**src/rtl/knn_pkg.sv**
```systemverilog
//------------------------------------------------------------------------------
// Module   : knn_pkg
// Brief    : Shared defaults, address width and sequencer state encoding for
//            the KNN query controller.
// Revision : 1.0 - initial release
//------------------------------------------------------------------------------
`default_nettype none

package knn_pkg;

  localparam int KNN_N       = 10;
  localparam int KNN_W       = 32;
  localparam int KNN_K       = 5;
  localparam int KNN_TYPE_W  = 4;
  localparam int KNN_TIMEOUT = 255;
  localparam int ADDR_W      = $clog2(KNN_N);

  typedef enum logic [2:0] {
    IDLE   = 3'd0,
    FETCH  = 3'd1,
    DIST   = 3'd2,
    DWAIT  = 3'd3,
    SWAIT  = 3'd4,
    VWAIT  = 3'd5,
    RESULT = 3'd6
  } state_t;

  // States that block on a datapath handshake and are guarded by the watchdog.
  function automatic logic is_wait_state(input state_t s);
    return (s == DWAIT) || (s == SWAIT) || (s == VWAIT);
  endfunction

endpackage

`default_nettype wire

```
**src/rtl/knn_watchdog.sv**
```systemverilog
//------------------------------------------------------------------------------
// Module   : knn_watchdog
// Brief    : Per-wait-state cycle counter; flags expiry after TIMEOUT cycles.
// Revision : 1.0 - initial release
//------------------------------------------------------------------------------
`default_nettype none

module knn_watchdog #(
  parameter int TIMEOUT = 255
) (
  input  logic clk,
  input  logic rst,
  input  logic active,
  input  logic restart,
  output logic expire
);

  localparam int                 c_cnt_w = (TIMEOUT > 1) ? $clog2(TIMEOUT) : 1;
  localparam logic [c_cnt_w-1:0] c_max   = c_cnt_w'(TIMEOUT - 1);

  logic [c_cnt_w-1:0] r_cnt;

  always_ff @(posedge clk) begin
    if (rst || restart || !active) begin
      r_cnt <= '0;
    end else if (!expire) begin
      r_cnt <= r_cnt + 1'b1;
    end
  end

  assign expire = active && (r_cnt == c_max);

endmodule

`default_nettype wire

```
**src/rtl/knn_ctrl.sv**
```systemverilog
//------------------------------------------------------------------------------
// Module   : knn_ctrl
// Brief    : Query-level sequencer: distance pass over N samples, sort, vote,
//            result handshake. Optional watchdog under KNN_TIMEOUT_EN.
// Revision : 1.0 - initial release
//------------------------------------------------------------------------------
`default_nettype none

module knn_ctrl
  import knn_pkg::*;
#(
  parameter int N      = KNN_N,
  parameter int TYPE_W = KNN_TYPE_W
`ifdef KNN_TIMEOUT_EN
  , parameter int TIMEOUT = KNN_TIMEOUT
`endif
) (
  input  logic                 clk,
  input  logic                 rst,
  input  logic                 query_valid,
  output logic                 query_ready,
  output logic [$clog2(N)-1:0] mem_addr,
  output logic                 mem_rd_en,
  output logic                 dist_en,
  input  logic                 dist_valid,
  output logic                 sort_start,
  input  logic                 sort_done,
  output logic                 valid_sort,
  input  logic                 inference_done,
  input  logic [TYPE_W-1:0]    inferred_type,
  output logic [TYPE_W-1:0]    result_type,
  output logic                 result_valid,
  input  logic                 result_ready,
  output logic                 busy,
  output logic                 timeout_err
);

  localparam int                  c_addr_w = $clog2(N);
  localparam logic [c_addr_w-1:0] c_last   = c_addr_w'(N - 1);

  state_t              r_state;
  state_t              w_state_n;
  logic [c_addr_w-1:0] r_addr;
  logic [TYPE_W-1:0]   r_result;
  logic                r_sort_start;
  logic                r_valid_sort;
  logic                r_timeout;

  logic w_addr_clr;
  logic w_addr_inc;
  logic w_sort_start;
  logic w_valid_sort;
  logic w_capture;
  logic w_timeout;
  logic w_expire;

`ifdef KNN_TIMEOUT_EN
  knn_watchdog #(
    .TIMEOUT (TIMEOUT)
  ) u_watchdog (
    .clk     (clk),
    .rst     (rst),
    .active  (is_wait_state(r_state)),
    .restart (w_state_n != r_state),
    .expire  (w_expire)
  );
`else
  assign w_expire = 1'b0;
`endif

  // A completing handshake always wins over a same-cycle watchdog expiry.
  always_comb begin
    w_state_n    = r_state;
    w_addr_clr   = 1'b0;
    w_addr_inc   = 1'b0;
    w_sort_start = 1'b0;
    w_valid_sort = 1'b0;
    w_capture    = 1'b0;
    w_timeout    = 1'b0;
    case (r_state)
      IDLE: begin
        if (query_valid) begin
          w_addr_clr = 1'b1;
          w_state_n  = FETCH;
        end
      end
      FETCH: w_state_n = DIST;
      DIST:  w_state_n = DWAIT;
      DWAIT: begin
        if (dist_valid) begin
          if (r_addr == c_last) begin
            w_sort_start = 1'b1;
            w_state_n    = SWAIT;
          end else begin
            w_addr_inc = 1'b1;
            w_state_n  = FETCH;
          end
        end else if (w_expire) begin
          w_timeout = 1'b1;
          w_state_n = IDLE;
        end
      end
      SWAIT: begin
        if (sort_done) begin
          w_valid_sort = 1'b1;
          w_state_n    = VWAIT;
        end else if (w_expire) begin
          w_timeout = 1'b1;
          w_state_n = IDLE;
        end
      end
      VWAIT: begin
        if (inference_done) begin
          w_capture = 1'b1;
          w_state_n = RESULT;
        end else if (w_expire) begin
          w_timeout = 1'b1;
          w_state_n = IDLE;
        end
      end
      RESULT: begin
        if (result_ready) begin
          w_state_n = IDLE;
        end
      end
      default: w_state_n = IDLE;
    endcase
  end

  always_ff @(posedge clk) begin
    if (rst) begin
      r_state      <= IDLE;
      r_addr       <= '0;
      r_result     <= '0;
      r_sort_start <= 1'b0;
      r_valid_sort <= 1'b0;
      r_timeout    <= 1'b0;
    end else begin
      r_state      <= w_state_n;
      r_sort_start <= w_sort_start;
      r_valid_sort <= w_valid_sort;
      r_timeout    <= w_timeout;
      if (w_addr_clr) begin
        r_addr <= '0;
      end else if (w_addr_inc) begin
        r_addr <= r_addr + 1'b1;
      end
      if (w_capture) begin
        r_result <= inferred_type;
      end
    end
  end

  assign query_ready  = (r_state == IDLE);
  assign busy         = (r_state != IDLE);
  assign mem_rd_en    = (r_state == FETCH);
  assign dist_en      = (r_state == DIST);
  assign result_valid = (r_state == RESULT);
  assign mem_addr     = r_addr;
  assign result_type  = r_result;
  assign sort_start   = r_sort_start;
  assign valid_sort   = r_valid_sort;
  assign timeout_err  = r_timeout;

endmodule

`default_nettype wire

```
**config.mk**
```make
export PLATFORM = sky130hd
export DESIGN_NAME = knn_ctrl
export DESIGN_NICKNAME = d
export VERILOG_FILES = /design/src/rtl/knn_pkg.sv /design/src/rtl/knn_watchdog.sv /design/src/rtl/knn_ctrl.sv
export SDC_FILE = /design/constraint.sdc
export NUM_CORES = 1
export LEC_CHECK = 0
export CORE_MARGIN = 2
export CORE_UTILIZATION = 46
export CTS_CLUSTER_SIZE = 16
export DETAILED_ROUTE_END_ITERATION = 16
export PLACE_DENSITY = 0.9
export SLEW_MARGIN = 20
export SYNTH_ARGS = -nofsm -noshare
export SYNTH_HDL_FRONTEND = slang
export SYNTH_SLANG_ARGS = --single-unit
```
**constraint.sdc**
```tcl
create_clock -name clk -period 4 [get_ports clk]
set_input_delay 0.8 -clock clk [delete_from_list [all_inputs] [get_ports clk]]
set_output_delay 0.8 -clock clk [all_outputs]
set_load 0.01 [all_outputs]
```
; ---- Yosys cells after proc, flatten, opt, wreduce, memory -nomap -nowiden
; Cells that the tools add are included.
[totals]
register_bits = 13
input_bits = 11
output_inout_bits = 16
[op_classes]
addsub = 1
eq_ne = 12
muxes = 16
bitwise_logic = 3
n_reduce_logical = 6
[ops]
columns = cell, count
row1 = $pmux 3 s7, 1
row2 = $mux 3, 6
row3 = $eq 3x3->1 const B, 3
row4 = $mux 1, 9
row5 = $ne 2x2->1 const B, 4
row6 = $eq 3x2->1 const B, 2
row7 = $reduce_and 5->1, 1
row8 = $add 4x1->4 const B, 1
row9 = $eq 4x4->1 const B, 1
row10 = $reduce_or 2->1, 2
row11 = $eq 3x1->1 const B, 1
row12 = $logic_not 3->1, 1
row13 = $not 1->1, 3
row14 = $reduce_bool 3->1, 1
row15 = $reduce_or 3->1, 1
row16 = $ne 2x1->1 const B, 1

; ---- Logic depth before layout (Yosys ltp)
[logic_depth]
depth_word = 4
ltp_mapped = 6

; ---- Worst setup path before layout
; Ideal clock, no wire load.
[synth_path]
path_type = register -> output
start = register r_state[0]
end = output port mem_rd_en
arrival_ns = 1.096
required_ns = 3.200
setup_slack_ns = 2.104
path_stages_with_launch = 4
cell_sequence = dfxtp_1 buf_2 clkbuf_1 nor3b_1
[synth_via]
elab_chain_cells = 1
[synth_rtl]
columns = item, line_no
row1 = "start, declared", knn_ctrl.sv:41  ; state_t r_state;
row2 = "start signal, assigned", knn_ctrl.sv:139  ; r_state <= w_state_n;
row3 = $eq 3x1->1, knn_ctrl.sv:156  ; assign mem_rd_en = (r_state == FETCH);
row4 = "end, declared", knn_ctrl.sv:23  ; output logic mem_rd_en,
; No other way between the ends.

; ---- Final worst setup path
[layout_path]
start = register r_state[1]
end = output port dist_en
[layout_via]
elab_chain_cells = 1
[layout_rtl]
columns = item, line_no
row1 = $eq 3x2->1, knn_ctrl.sv:157  ; assign dist_en = (r_state == DIST);
row2 = "end, declared", knn_ctrl.sv:24  ; output logic dist_en,
; No other way between the ends.

==> impl_metrics.toml <==
[critical_path]
rrSetupSlack_ns = 2.42
path_class = "reg -> out"
worstSetupEndpointType = "output port"
required_ns = 3.20
path_max_fanout = 18
worstPathArrival_ns = 1.86
cp-start-kind = "register"

[floorplanning]
placementRows = 14
core_um2 = 1510
die_h_um = 43.9
initial_core_util_pct = 48.6
die-area_um2 = 1930
die_w_um = 43.9
ios = 27

[final_layout]
fillers = 139
post_route_cells_drive_above_1_share_pct = 5.71
fin_cells = 121
synthToLayoutAreaGrowth_pct = 34.0
antenna_cells = 0
finalNetCount = 119

[synthesis]
synth_top_cell_area_share_pct = 35.6
yosys.area_share.simple_pct = 30.8
synth_area_um2 = 732
synth_cells = 84
ys_seq_elements = 13
synthXorXnorAreaFrac_pct = 0
synth_area_leaders = "dfxtp_1 36%, mux2i_1 6.8%, a21oi_1 4.8%, nor2_1 3.6%, ha_1 3.4%"
async_flop_share_pct = 0
synth_cell_types = 33
synth_compound_gate_area_share_pct = 14.7
ys_warn_count = 0
synth_fa_ha_area_share_pct = 3.42
synth_top_family_by_area = "simple AND/OR/NAND/NOR gates"
yosys.area.top_type = "dfxtp_1"
synthTopCellsByCount = "13 x dfxtp_1, 7 x a21oi_1, 7 x nor2_1"
synthMuxAreaShare_pct = 6.84
synth_area_per_cell_um2 = 8.71
ys.flop_type = "dfxtp_1"
ys_seq_area_share_pct = 35.6
synth_most_common_cell = "dfxtp_1"
synth_edf_count = 0
syn_nets = 97

[placed_design]
place_inst = 117
port_buffers = 25
gp_congestion = 0.758
dpl.hpwl_um = 1070

[clocking]
holdBufCountCts = 0
clk_path_buf_depth = 2
path_clk_slew_ns = 0.08
cts_setup_buffers = 0
clock-sinks = 13
htree_num_levels = 1
cts_tree = "built"
clkLatencyLatePin_ns = 0.27
cts_resized = 0
root_buffer = "clkbuf_4"
cts_buffers = 3

[power]
total_power_uw = 268
ir_drop_uv = 227
power_density_nw_per_um2 = 274
p_leak_uw = 0.000380

[sta]
rsz0062_at_grt = "no"
setup_tns_ns = 0
timing.fmax_ghz = 0.376
slew_violations = 0
min_period_over_period_pct = 66.5
tightest_slew_ns = 0.590
setup_violations = 0
fin_crit_ns = 2.66
hold_violations = 0
skew_ns = 0.00284
relSlewSlack_pct = 60.6

[global_route]
grt_pass1_wl_um = 2690
grt_max_degree = 19
grt_pass1_vias = 602
grt_antenna_before_repair = 0
grt_usage_pct = 18.3
gr-total-overflow = 0

[detailed_routing]
detail-route-antenna-nets = 0
wl_per_cell_um = 12.2
route.vias.total = 661
drt-total-wl_um = 1480
drtIter0Drc = 15
drc = 0
firstDrtPassIters = 4
vias_per_cell = 5.46

[job]
cap_violations = 0

[run_status]
status = "finished clean"

[worst_hold_path]
hp-class = "reg -> reg"
## layout make-up
cell class                      instances  area, µm²  area share [%]
Clock buffer                            4       26.3            2.68
Inverter                                3       12.5            1.28
Timing Repair Buffer                   25        250            25.5
Sequential cell                        13        260            26.5
Tap cell                               16       20.0            2.04
Multi-Input combinational cell         60        412            42.0
## flip-flops by register name (all words and copies together) (netlist names)
register     cells
mem_addr         4
result_type      4
sort_start       1
valid_sort       1
r_state          3
## layer usage
| layer | wire [µm] | GRT usage [%] | share of wire [%] | vias up |
|---|---|---|---|---|
| met5 | 0 | 0 | 0 | - |
| met4 | 10 | 3.64 | 0.68 | 0 |
| met3 | 93 | 7.08 | 6.3 | 2 |
| met2 | 705 | 28.5 | 48 | 22 |
| met1 | 669 | 24.1 | 45 | 299 |
| li1 | - | - | - | 338 |
## per-stage QoR
stage / worst slack, ns / utilization (%) / hold slack, ns / instance area, µm²
3_5_place_dp: 1.65 / 63.4 / 0.490 / 955
6_report: 1.34 / 65.1 / 0.508 / 981
3_3_place_gp: 1.70 / 63.4 / 0.475 / 955
4_1_cts: 1.33 / 65.1 / 0.511 / 981
5_1_grt: 1.22 / 65.1 / 0.562 / 981
2_1_floorplan: 2.10 / - / 0.509 / 732
## report_power, final
group	switching [µW]	total (µW)	internal, µW
sequential	10.0	142	132
clock	41.6	80.3	38.7
combinational	17.9	46.5	28.6
## placed cells by master, fill, tap and decap left out, types with 3 or more instances in the layout
cell type / count
clkbuf_4: 3
clkdlybuf4s50_1: 25
nand3_1: 3
o21ai_0: 4
a21oi_1: 7
nor3_1: 3
or3_1: 4
dfxtp_1: 13
nor2_1: 7
mux2i_1: 5
## critical path, stage by stage (launching register included)
cell and delay, ns:
dfxtp_1 0.67, nor2b_1 0.23, nor2b_1 0.14, clkdlybuf4s50_1 0.55
## final timing paths
| check | from | end | depth (start not counted) |
|---|---|---|---|
| min | mem_addr[3] | mem_addr[3] | 2 |
| max | r_state[1] | dist_en | 3 |
| min reg2reg | mem_addr[3] | mem_addr[3] | 2 |
| max reg2reg | r_state[0] | mem_addr[2] | 3 |
## kinds of logic (layout without fill, tap and decap cells)
| logic type | Yosys count | in the layout |
|---|---|---|
| compound gates | 18 | 18 |
| fa+ha+maj | 2 | 2 |
| buf+inv | 11 | 32 |
| flops | 13 | 13 |
| mux | 5 | 5 |
| other cells | 1 | 1 |
| simple gates | 34 | 34 |
Power figures use the tool's default switching activity.
==> edit (same settings) <==
Build with the macro `KNN_TIMEOUT_EN` defined.
--- a/src/rtl/knn_ctrl.sv
+++ b/src/rtl/knn_ctrl.sv
@@ -6,4 +6,6 @@
 //------------------------------------------------------------------------------
 `default_nettype none
+
+`define KNN_TIMEOUT_EN
 
 module knn_ctrl
Formal check against the unedited RTL: same outputs for any inputs over 10 cycles, from zero or initial values and one cycle with rst high; that may be too few to reach the edited logic, so the function may still have changed.
==> edit against the original RTL <==
  * Non-clock buffer count up 1
  * Area after synthesis up 66%
  * Cell area up 53%
  * Hold slack worse by 0.0014 ns
  * Clock skew up 0.0038 ns
  * Worst setup slack worse by 0.022 ns
  * Sequential share of layout area up 2.8 points
  * Count of clock-buffer cells in the layout down 1
  * Sequential cell count up 9
  * Total power up 44%
  * Via count up 63%
  * Routed wire length up 84%
  * Sequential power up 63%
==> edit: results (changes against the original RTL) <==
- Placement Setup Slack: 1.47 ns (-0.181 ns)
- Placed cells: 178 (+52%)
- Mapped Nets: 144 (+48%)
- Worst skew pair latency: 0.30 ns (+0.03 ns)
- Placer congestion estimate: 0.827 (+9.1%)
- Vias after detailed routing: 1,078 (+63%)
- Peak supply drop: 185 µV (-18%)
- Worst-path clk slew: 0.11 ns (+0.03 ns)
- Wirelength per Cell: 15.1 µm (+23%)
- Unique masters post-synth: 49 (+48%)
- Sequential area share after synthesis: 36.2% (+0.62 points)
- Register-to-Register Path Depth: 4 (+1)
- Synth top area cells: dfxtp_1 36%, ha_1 4.1%, nor2_1 3.7%, mux2i_1 3.3%, a211oi_1 3.1%
- Post-synth top cells: 22 x dfxtp_1, 12 x nor2_1, 8 x nand2_1
- Initial antenna violation count: 0 (unchanged)
- Detailed Route WL: 2.73 mm (+84%)
- Syn avg cell area: 9.44 µm² (+8.3%)
- Post-CTS Hold Fix Bufs: 0 (unchanged)
- GRT Overall Usage: 18.5% (+0.23 points)
- Clk_skew: 0.00661 ns (+0.00377 ns)
- Share of layout cells above drive strength 1: 9.93% (+4.2 points)
- Clk buf depth: 2 (unchanged)
- Status: finished clean
- Pin count of the biggest net entering global routing: 22 (+3)
- Number of fill cells: 224 (+61%)
- Worst EP arrival: 1.88 ns (+0.02 ns)
- Post-DP HPWL: 2.05 mm (+92%)
- CP max FO: 21 (+3)
- Nets: 168 (+41%)
- Leak: 0.000522 µW (+37%)
- First-pass GRT wire length: 4.71 mm (+75%)
- Worst-margin pin slew: 0.778 ns (+0.188 ns)
- DR iter-0 viols: 37 (+22)
- Port Buffers: 26 (+4.0%)
## edit: changes by cell type after synthesis, moves of 3 or more
cell / unedited run / this run
xor2_1: 0 / 3
dfxtp_1: 13 / 22
inv_1: 2 / 5
nand2_1: 2 / 8
nor2_1: 7 / 12
a211oi_1: 0 / 5
o31ai_1: 0 / 4
buf_2: 2 / 5
## edit: worst paths after layout
path / startpoint / to / slack [ns]
max: r_state[0] / mem_rd_en / 1.32
min: u_watchdog.r_cnt[7] / u_watchdog.r_cnt[7] / 0.51
max reg2reg: r_state[0] / u_watchdog.r_cnt[2] / 1.90
min reg2reg: u_watchdog.r_cnt[7] / u_watchdog.r_cnt[7] / 0.51
## edit: metal layers
metal | wire (µm) | track usage [%]
met1 | 1210 | 23.9
met2 | 1380 | 30.3
met3 | 98 | 3.28
met4 | 40 | 8.01
met5 | 0 | 0
## edit: where the power goes
group | leakage, µW | internal, µW | total [µW] | switching (µW)
Clock | 0.0000138 | 35.1 | 98.6 | 63.5
Sequential | 0.000178 | 221 | 231 | 9.50
Combinational | 0.000330 | 30.8 | 56.2 | 25.3
Total | 0.000522 | 287 | 386 | 98.3
## edit: final cells by class
class	instances	area [µm²]	area share [%]
timing repair buffer	26	260	17.3
sequential	22	440	29.3
tap	30	37.5	2.50
multi-input combinational	94	718	47.8
inverter	6	22.5	1.50
clock buffer	3	22.5	1.50
## edit: cells by family after synthesis
logic type,Yosys count,share of synthesized area (%)
AO/OA/AOI/OAI,33,23.1
XOR/XNOR,4,2.88
adder cells (fa/ha/maj),4,4.11
buffers and inverters,13,4.83
flip-flops,22,36.2
multiplexers,5,4.21
AND/OR/NAND/NOR,48,24.7
## edit: critical path: stages, from the launching register on
cell             delay (ns)
dfxtp_1                0.75
nor3b_1                0.26
clkdlybuf4s50_1        0.57
